===== src/rtl/io_bridge.sv =====
// ---------------------------------------------------------------------------
// io_bridge
//
// Sits between the CPU's MEM-stage data port and the 64 KB data memory.
// Three word addresses near the top of the address space are I/O registers
// and never reach data memory. All other addresses pass straight through.
// The bridge also drives the board peripherals: debounced switches, LEDs and
// an 8-digit multiplexed seven-segment display.
//
// Address map (full 32-bit compare, word access only):
//   0xFFFFF000  DISP  read/write, 8 hex digits shown on the display
//   0xFFFFF060  LED   read/write, bits [23:0] drive the LEDs
//   0xFFFFF070  SW    read-only, {8'h0, debounced switches}
//
// Parameters:
//   SCAN_DIV    clk cycles each display digit stays lit
//   DEB_CYCLES  stable cycles needed before a switch change is accepted (>= 2)
//
// Ports:
//   clk     in   system clock, all state changes on its rising edge
//   rst     in   asynchronous active-high reset
//   addr    in   CPU data address
//   dm_we   in   CPU store enable
//   din     in   CPU store data
//   dm_rd0  in   read data coming back from data memory
//   dm_rd   out  read data returned to the CPU
//   dm_we0  out  write enable forwarded to data memory
//   sw      in   raw board switches, asynchronous to clk
//   led     out  board LEDs, active-high
//   led_en  out  digit enables, active-low, exactly one low
//   seg     out  segments, active-low, seg[0]=a .. seg[6]=g, seg[7]=dp
// ---------------------------------------------------------------------------
module io_bridge #(
    parameter int SCAN_DIV   = 25000,
    parameter int DEB_CYCLES = 250000
) (
    input  logic        clk,
    input  logic        rst,
    input  logic [31:0] addr,
    input  logic        dm_we,
    input  logic [31:0] din,
    input  logic [31:0] dm_rd0,
    output logic [31:0] dm_rd,
    output logic        dm_we0,
    input  logic [23:0] sw,
    output logic [23:0] led,
    output logic [7:0]  led_en,
    output logic [7:0]  seg
);

    localparam logic [31:0] ADDR_DISP = 32'hFFFF_F000;
    localparam logic [31:0] ADDR_LED  = 32'hFFFF_F060;
    localparam logic [31:0] ADDR_SW   = 32'hFFFF_F070;

    localparam int SCW = (SCAN_DIV > 1) ? $clog2(SCAN_DIV) : 1;
    localparam int DBW = $clog2(DEB_CYCLES);

    localparam logic [SCW-1:0] SCAN_LAST = SCW'(SCAN_DIV - 1);
    localparam logic [DBW-1:0] DEB_LAST  = DBW'(DEB_CYCLES - 1);

    logic        isDisp;
    logic        isLed;
    logic        isSw;
    logic        ioHit;

    logic [31:0] disp_q,     disp_d;
    logic [23:0] led_q,      led_d;
    logic [23:0] swS1_q;
    logic [23:0] swS2_q;
    logic [23:0] cand_q,     cand_d;
    logic [DBW-1:0] debCnt_q, debCnt_d;
    logic [23:0] swStable_q, swStable_d;
    logic [SCW-1:0] scanCnt_q, scanCnt_d;
    logic [2:0]  dig_q,      dig_d;

    logic [3:0]  nibble;
    logic [6:0]  segs;

    // Address decode and routing to data memory. This is purely combinational
    // so that it keeps working while reset is held. A store to SW matches the
    // I/O window but writes nothing, so it is silently dropped.
    always_comb begin
        isDisp = (addr == ADDR_DISP);
        isLed  = (addr == ADDR_LED);
        isSw   = (addr == ADDR_SW);
        ioHit  = isDisp | isLed | isSw;
        dm_we0 = dm_we & ~ioHit;

        dm_rd = dm_rd0;
        if (isDisp) begin
            dm_rd = disp_q;
        end else if (isLed) begin
            dm_rd = {8'h00, led_q};
        end else if (isSw) begin
            dm_rd = {8'h00, swStable_q};
        end
    end

    // Next-state logic for the writable registers, the switch debouncer and
    // the display scan. The debouncer treats the 24 synchronized switch bits
    // as one word: any bit change restarts the count. Once the count reaches
    // its last value it holds there and keeps reloading the stable output.
    always_comb begin
        disp_d = disp_q;
        led_d  = led_q;
        if (dm_we && isDisp) begin
            disp_d = din;
        end
        if (dm_we && isLed) begin
            led_d = din[23:0];
        end

        cand_d     = cand_q;
        debCnt_d   = debCnt_q;
        swStable_d = swStable_q;
        if (swS2_q != cand_q) begin
            cand_d   = swS2_q;
            debCnt_d = '0;
        end else if (debCnt_q == DEB_LAST) begin
            swStable_d = cand_q;
        end else begin
            debCnt_d = debCnt_q + 1'b1;
        end

        scanCnt_d = scanCnt_q + 1'b1;
        dig_d     = dig_q;
        if (scanCnt_q == SCAN_LAST) begin
            scanCnt_d = '0;
            dig_d     = dig_q + 3'd1;
        end
    end

    // All state. The two synchronizer flops sample the raw switches before
    // anything else looks at them.
    always_ff @(posedge clk or posedge rst) begin
        if (rst) begin
            disp_q     <= '0;
            led_q      <= '0;
            swS1_q     <= '0;
            swS2_q     <= '0;
            cand_q     <= '0;
            debCnt_q   <= '0;
            swStable_q <= '0;
            scanCnt_q  <= '0;
            dig_q      <= '0;
        end else begin
            disp_q     <= disp_d;
            led_q      <= led_d;
            swS1_q     <= sw;
            swS2_q     <= swS1_q;
            cand_q     <= cand_d;
            debCnt_q   <= debCnt_d;
            swStable_q <= swStable_d;
            scanCnt_q  <= scanCnt_d;
            dig_q      <= dig_d;
        end
    end

    // Seven-segment decode of the digit currently being scanned. Digit 0 is
    // the least significant nibble of DISP. The table is active-low and the
    // decimal point is never lit.
    always_comb begin
        nibble = disp_q[{dig_q, 2'b00} +: 4];
        segs   = 7'h7F;
        unique case (nibble)
            4'h0: segs = 7'h40;
            4'h1: segs = 7'h79;
            4'h2: segs = 7'h24;
            4'h3: segs = 7'h30;
            4'h4: segs = 7'h19;
            4'h5: segs = 7'h12;
            4'h6: segs = 7'h02;
            4'h7: segs = 7'h78;
            4'h8: segs = 7'h00;
            4'h9: segs = 7'h10;
            4'hA: segs = 7'h08;
            4'hB: segs = 7'h03;
            4'hC: segs = 7'h46;
            4'hD: segs = 7'h21;
            4'hE: segs = 7'h06;
            4'hF: segs = 7'h0E;
        endcase
        seg    = {1'b1, segs};
        led_en = ~(8'b1 << dig_q);
        led    = led_q;
    end

endmodule


===== config.mk =====
export PLATFORM = sky130hd
export DESIGN_NAME = io_bridge
export DESIGN_NICKNAME = d
export VERILOG_FILES = /design/src/rtl/io_bridge.sv
export SDC_FILE = /design/constraint.sdc
export NUM_CORES = 1
export LEC_CHECK = 0
export BUFFER_PORTS_ARGS = -buffer_cell sky130_fd_sc_hd__buf_4
export CORE_ASPECT_RATIO = 1.5
export CORE_MARGIN = 2
export CORE_UTILIZATION = 58
export DETAILED_ROUTE_END_ITERATION = 8
export PLACE_DENSITY = 0.95
export REMOVE_ABC_BUFFERS = 1
export SKIP_LAST_GASP = 1
export SYNTH_ARGS = -nofsm -noshare
export SYNTH_HDL_FRONTEND = slang
export SYNTH_SLANG_ARGS = --single-unit

===== constraint.sdc =====
create_clock -name clk -period 11.9 [get_ports clk]
set_clock_uncertainty 0.2 [all_clocks]
set_input_delay 3.57 -clock clk [delete_from_list [all_inputs] [get_ports clk]]
set_output_delay 3.57 -clock clk [all_outputs]
set_load 0.05 [all_outputs]

======== After elaboration in Yosys (flattened, before gate mapping) ========
Memories as Yosys holds them, arrays and structs flattened.
Index checks and enable logic that the tools add are counted.
word-level totals
  register bits ........................... 188
  ROM bits ................................ 112
  input bits .............................. 123
  word-level logic and storage cells ...... 37
  memories kept ........................... 1
cells by class
  add/subtract/negate cells ............... 3
  equal/unequal tests ..................... 7
  shift-type cells ........................ 2
  multiplexer cells ....................... 6
  bitwise operators ....................... 6
  reduce and logical (&&, ||, !) cells .... 3
memory list
  memory           words  bits a word  read ports  clocked after Yosys merged registers in  write ports  RTL line  text
  (no name shown)  16     7            1           0                                        0            165       unique case (nibble)
operators by type and width
  operator                                                            number
  32-bit == test (second input constant)                              3
  32-bit two-way mux                                                  3
  18-bit two-way mux                                                  2
  32-bit by 6-bit indexed part select with 4-bit output               1
  24-bit inequality test                                              1
  18-bit by 1-bit adder with 18-bit output (second input constant)    1
  18-bit == test (second input constant)                              1
  15-bit by 1-bit adder with 15-bit output (second input constant)    1
  15-bit == test (second input constant)                              1
  15-bit two-way mux                                                  1
  8-bit NOT                                                           1
  1-bit by 3-bit left shift with 8-bit output (first input constant)  1
  3-bit by 1-bit adder with 3-bit output (second input constant)      1
  1-bit logical AND                                                   2
  2-bit inequality test (second input constant)                       1
  1-bit NOT                                                           2
  1-bit bitwise OR                                                    2
  2-bit AND reduction                                                 1
  1-bit bitwise AND                                                   1

======== Logic depth before layout (Yosys ltp) ========
Gate-level depths: netlist (run 1).
  depth in word-level cells ............... 5
  depth in mapped cells ................... 9
  mapped depth without buffers ............ 8

======== Worst setup path before layout (run 1) ========
No wires, ideal clock.
  kind .................................... input to output
  from .................................... in addr[19]
  to ...................................... out dm_rd[24]
  data arrival time ....................... 5.839 ns
  data required time ...................... 8.130 ns
  setup slack ............................. 2.291 ns
  stages on the path ...................... 5
  path buffers ............................ 0
  path through ............................ nand4_1 or4_4 nor4_1 a22oi_1 o2bb2ai_1
between the ends
  word-level cells in the longest chain between the ends .. 4
  elaborated cells between the ends (all ways) .. 6
RTL lines
  item                  RTL line  text
  start: declaration    39        input logic [31:0] addr,
  32-bit == test        85        isSw = (addr == ADDR_SW);
  32-bit two-way mux    94        end else if (isSw) begin
  32-bit two-way mux    92        end else if (isLed) begin
  32-bit two-way mux *  90        if (isDisp) begin
  end: declaration      43        output logic [31:0] dm_rd,
Mark *: on every way between the ends. The rest lies on a longest branch, timed or not.

======== Worst setup path in the final report (run 1) ========
  from .................................... in addr[19]
  to ...................................... out dm_rd[26]
The elaborated chain is that of the path after synthesis.

==> run metrics, run 1 <==
die extent in x about 100 um; CP Launch Type primary input; gr usage total 0.2987; mux contribution to synthesized area 0.1474; worst hold path type reg -> reg; largest net degree at the start of global routing between 100 and 150; pwr dens around 130 nW/um2; dpl hpwl roughly 15 mm; H-tree lvl count 4; IO Count slightly below 200; overall via count from detail_route approximately 6500; slew at the pin closest to its max-slew limit between 1 and 1.5 ns; Leak 5.090 nW; Worst Path Arrival roughly 6.0 ns; drt first pass iters 5; Cell Area, Synth about 8500 um2; asr flop ratio synth 1.000; Seq cells post-synth around 190; Worst VDD drop about 0.14 mV; Layout Nets ~1000; Via density roughly 6.1; clk slew on worst S/H paths around 0.070 ns; DRC 0; min Tclk post-route around 10 ns; gp weighted congestion between 0.9 and 1; Worst-Skew Late Latency roughly 0.43 ns; fin crit share 0.8200; standard-cell rows 54; Antenna Nets Post-Route 0; crit-path cells buf_4 -> nand4_1 -> or4_4 -> nor4_1 -> a22oi_1 -> o2bb2ai_1 -> buf_4; WS Path Type in -> out; Synth Flop Type dfrtp_1; global-route wire length before repair 35.30 mm; die area around 16000 um2; Area Growth Syn to Fin 24.55%; most frequent CP cell buf_4; port buffer count about 190; simple-gate share of the synthesized area 0.09941; Top Family by Delay on Critical Path simple AND/OR/NAND/NOR gates; WL per Instance 21.28 um; Total Wirelength approximately 23 mm; RSZ-0062 raised after global routing false; CTS Hold Buffers Added 0; CP peak stage delay 1.03 ns; hold_ws 0.1503 ns; critical path buffer and inverter count 2; post-synth top area cell dfrtp_1; clk root buf clkbuf_16; layout cell share with drive strength beyond 1 0.3729; Mapped Cells 710; Fin. Hold Viols 0; Post-synth EDFFs 0; Slowest-stage cell, CP nor4_1; adder-cell share of the synthesized area 0.01906; Total Power approximately 1.3 mW; Finish-stage setup viols 0; vias in the first global route slightly below 7000; fmax about 0.1 GHz; Synth top area share 0.5513; Post-CTS Setup Repair Bufs 0; Slew HR 0.1490; TritonCTS buffer count 17; Gates resized, CTS repair 0; Initial Utilization 0.5902; Iter 0 DRT Violations slightly above 600; most numerous cell in the Yosys netlist dfrtp_1; Sink Count around 190; critical path endpoint category output pin; initial antenna violation count 1; Setup TNS Final 0 ns; grt ovf 0; sequential share of the synthesized area 0.5513; CTS tree yes; critical path required time roughly 8.1 ns; status completed; Worst Path Max Fanout 8; Synth cell types 44; yosys warns 0; Synth area leaders dfrtp_1 (55%), mux2_2 (8.0%), xnor2_1 (4.0%); Max Buffers Root-to-Sink 2; Syn Area/Cell between 10 and 15 um2; largest family of logic cells by synthesized area multiplexers; Post-Synth XOR/XNOR Area 0.05235; die height between 150 and 200 um; maxcap violations 0; Core Region approximately 14000 um2; fillers ~940; Final Max Slew Viols 0; commonest cells in the netlist dfrtp_1 (188), nand2_1 (76), mux2_2 (61); compound-cell area share of the yosys netlist 0.09238
[worst register-to-register path, delay by kind of cell (launching register included)]
family	cells	cell delay, ns
flip-flops	1	0.43
XOR/XNOR	1	0.21
AO/OA/AOI/OAI	1	0.30
AND/OR/NAND/NOR	3	1.39
[metrics by stage]
step           instances    util  area, um2  setup slack (ns)
3_5_place_dp        1049  0.6938      10030             2.128
5_1_grt             1082  0.7350      10630             1.985
2_1_floorplan        653       -       8268             2.071
4_1_cts             1081  0.7349      10630             2.132
3_3_place_gp        1049  0.6938      10030             2.313
6_report            1082  0.7350      10630             2.143
[kinds of logic (layout without fill, tap and decap cells)]
| family | count (synthesis) | in the layout |
|---|---|---|
| flops | 188 | 188 |
| mux | 98 | 98 |
| xor+xnor | 51 | 51 |
| other cells | 1 | 2 |
| fa+ha+maj | 13 | 13 |
| buf+inv | 72 | 247 |
| compound gates | 107 | 107 |
| simple gates | 180 | 180 |
[path summary, 6_finish.rpt]
kind | from | to | slack [ns] | cells past startpoint
worst max-delay path | addr[19] | dm_rd[26] | 2.14 | 7
worst min register to register | swS1_q[8]$_DFF_PP0_ | swS2_q[8]$_DFF_PP0_ | 0.15 | 0
worst max register to register | swS2_q[17]$_DFF_PP0_ | debCnt_q[4]$_DFFE_PP0P_ | 9.28 | 5
worst min-delay path | swS1_q[8]$_DFF_PP0_ | swS2_q[8]$_DFF_PP0_ | 0.15 | 0
max in group asynchronous | rst | swS2_q[6]$_DFF_PP0_ | 7.04 | 3
min in group asynchronous | rst | cand_q[19]$_DFFE_PP0N_ | 3.09 | 2
[area by class of cell]
class                      instances  area, um2  share of cell area
antenna                            1      2.502           0.0002355
clock buffer                      17      425.4             0.04003
clock inverter                    15      167.7             0.01578
inverter                          15      63.81            0.006004
multi-input combinational        450       3517              0.3309
sequential                       188       4705              0.4427
tap                              196      245.2             0.02308
timing repair buffer             200       1501              0.1413
[power by group]
part	switching, mW	total (mW)	internal, mW
logic	0.0660	0.120	0.0539
clock network	0.278	0.561	0.283
registers	0.00801	0.659	0.651
[cell usage in the layout, fill, tap and decap left out, types with 3 or more instances in the layout]
cell type  count
a21oi_1        6
a22o_1         3
a22oi_1        9
buf_4        200
clkbuf_16     17
clkinv_8       4
dfrtp_1      188
ha_1          13
inv_1         13
inv_6          5
inv_8          4
mux2_2        61
mux2_4        20
mux2i_1        9
mux4_2         8
nand2_1       76
nand3_1       12
nand3b_1       4
nand4_1       18
nor2_1        39
nor3_1         4
nor4_1         6
o21a_1        25
o21ai_0        5
o22a_1        24
o22ai_1       24
o2bb2ai_1      9
or3_1          5
xnor2_1       39
xor2_1        12
[metal layers]
metal,up-vias,part of all wire,global-route usage
li1,2813,-,-
met1,3280,0.35,0.3492
met2,367,0.53,0.5152
met4,0,0.051,0.1429
met5,-,0,0
met3,87,0.070,0.06009
[registers in the layout (all words and copies together) (netlist names)]
signal and flops:
swS2_q 24, dig_q 3, swS1_q 24, cand_q 24, swStable_q 24, scanCnt_q 15
debCnt_q 18, led 24, disp_q 32
(Power assumes the default switching activity.)
==> inputs of run 2 (changes only) <==
- CORE_UTILIZATION: 58 -> 49
- PLACE_DENSITY: 0.95 -> 0.86
- clock period: 11.9 -> 7.86 ns (I/O delays scaled with it)
==> run metrics, run 2 (same netlist as run 1, synthesis figures left out) <==
r2r setup slk 4.75 ns (-4.53 ns); WL per Instance 19.65 um (-7.7%); Fin. Hold Viols 0 (unchanged); Biggest register disp_q; hold path cells 0 (unchanged); Worst Path Max Fanout 14 (+6); critical path endpoint category output pin; number of flip-flops under the largest register name 32 (unchanged); Finish-stage setup viols 0 (unchanged); register area 4705 um2 (unchanged); global-route wire length before repair 34.37 mm (-2.6%); Gates resized, CTS repair 0 (unchanged); IO Count 196 (unchanged); Post-CTS Setup Repair Bufs 0 (unchanged); crit-path cells buf_4 -> nand4_1 -> or4_4 -> or2_1 -> buf_4 -> o22ai_1 -> nand2_1 -> buf_4; Worst Path Arrival 4.32 ns (-1.67 ns); most frequent cells in the layout buf_4 (204), dfrtp_1 (188), nand2_1 (75); Core Region 17200 um2 (+19%); Setup TNS Final 0 ns (unchanged); footprint of the multi-input gates 3520 um2 (about the same); Worst VDD drop 0.1403 mV (+2.5%); worst r2r src debCnt_q[13]$_DFFE_PP0P_; Via density 5.701 (-5.8%); Leak 5.118 nW (+0.55%); most frequent CP cell buf_4; gp weighted congestion 0.8224 (-9.1%); pwr dens 189.9 nW/um2 (+51%); Slew HR 0.3511 (+0.2021); layout cell share with drive strength beyond 1 0.3768 (+0.003947); Slowest-stage cell, CP or4_4; HP Start swS1_q[21]$_DFF_PP0_; CP peak stage delay 0.57 ns (-0.46 ns); Final Max Slew Viols 0 (unchanged); maxcap violations 0 (unchanged); cell area after layout 10680 um2 (+0.51%); Layout Nets 1012 (+0.40%); die area 18510 um2 (+18%); Total Power 2.029 mW (+51%); reg2reg end swStable_q[7]$_DFFE_PP0P_; Antenna Nets Post-Route 0 (unchanged); commonest non-fill, non-tap cell in the layout buf_4; RSZ-0062 raised after global routing false; Max Buffers Root-to-Sink 2 (unchanged); Layout Cells excl Fill 1102 (+1.8%); Antenna diodes 0 (-1); gr usage total 0.2388 (-0.05991); fin crit share 0.8756; drt first pass iters 5 (unchanged); largest net degree at the start of global routing 129 (-1.5%); fmax between 0.1 and 0.15 GHz; status completed; TritonCTS buffer count 17 (unchanged); Total Wirelength 21.65 mm (-6.0%); slew at the pin closest to its max-slew limit 0.9463 ns (-0.3185 ns); clk root buf clkbuf_16; Worst R2R Path Depth 6 (+1); overall via count from detail_route 6282 (-4.0%); die extent in x 111.8 um (+8.5%); fillers 1340 (+42%); DP Cell Count 1070 (+2.0%); DRC 0 (unchanged); dpl hpwl 15.28 mm (-1.2%); CP Launch Type primary input; worst slack, placed 0.9961 ns (-1.131 ns); port buffer count 194 (unchanged); Iter 0 DRT Violations 413 (-33%); CTS tree yes; Sink Count 188 (unchanged); die height 165.6 um (+8.6%); critical path buffer and inverter count 3 (+1); clk slew on worst S/H paths 0.07 ns (about the same); Worst-Skew Late Latency 0.43 ns (about the same); WHS Endpoint swS2_q[21]$_DFF_PP0_; CTS Hold Buffers Added 0 (unchanged); critical path required time 5.30 ns (-2.83 ns); WS Path Type in -> out; worst hold path type reg -> reg; H-tree lvl count 4 (unchanged); Area Growth Syn to Fin 25.18%; critical path depth 8 (+1); grt ovf 0 (unchanged); standard-cell rows 59 (+9.3%); initial antenna violation count 0 (-1); Initial Utilization 0.4961 (-0.09406); setup ws final 0.9775 ns (-1.165 ns); Top Family by Delay on Critical Path simple AND/OR/NAND/NOR gates; vias in the first global route 6557 (-5.2%); Placed Instance Area 10090 um2 (+0.54%); min Tclk post-route between 6 and 7 ns
## run 2: where the power goes
group          leakage [nW]  total [mW]  internal (mW)  switching, mW
logic                  2.38       0.180         0.0819         0.0981
clock network         0.294       0.853          0.432          0.421
registers              2.45       0.996          0.985         0.0108
## run 2: worst max-delay path by stage
stage                                 end     start  slack (ns)
floorplan           cand_q[0]$_DFFE_PP0N_       rst        0.19
global placement                dm_rd[16]  addr[19]        1.06
CTS                             dm_rd[16]  addr[19]        0.99
global route                     dm_rd[2]   addr[8]        0.85
finish                          dm_rd[16]  addr[19]        0.98
detailed placement              dm_rd[22]  addr[19]         1.0
## run 2: metrics by stage
step | util | hold slack, ns
finish | 0.6210 | 0.1461
global placement | 0.5864 | 0.1315
global route | 0.6210 | 0.1560
floorplan | - | 0.1312
detailed placement | 0.5864 | 0.1347
CTS | 0.6210 | 0.1464
## run 2: area by class of cell
class,instances,share of cell area
flip-flops and latches,188,0.4404
multi-input cells,450,0.3295
repair buffers,204,0.1434
clock buffers,17,0.03983
well taps,213,0.02495
clock inverters,15,0.01593
inverters,15,0.005974
## run 2: routing by layer
| metal | track usage | wire (um) | up-vias |
|---|---|---|---|
| met5 | 0 | 0 | - |
| met4 | 0.1084 | 857 | 0 |
| met3 | 0.04281 | 1198 | 50 |
| met2 | 0.4237 | 11630 | 257 |
| met1 | 0.2801 | 7966 | 3142 |
| li1 | - | - | 2833 |
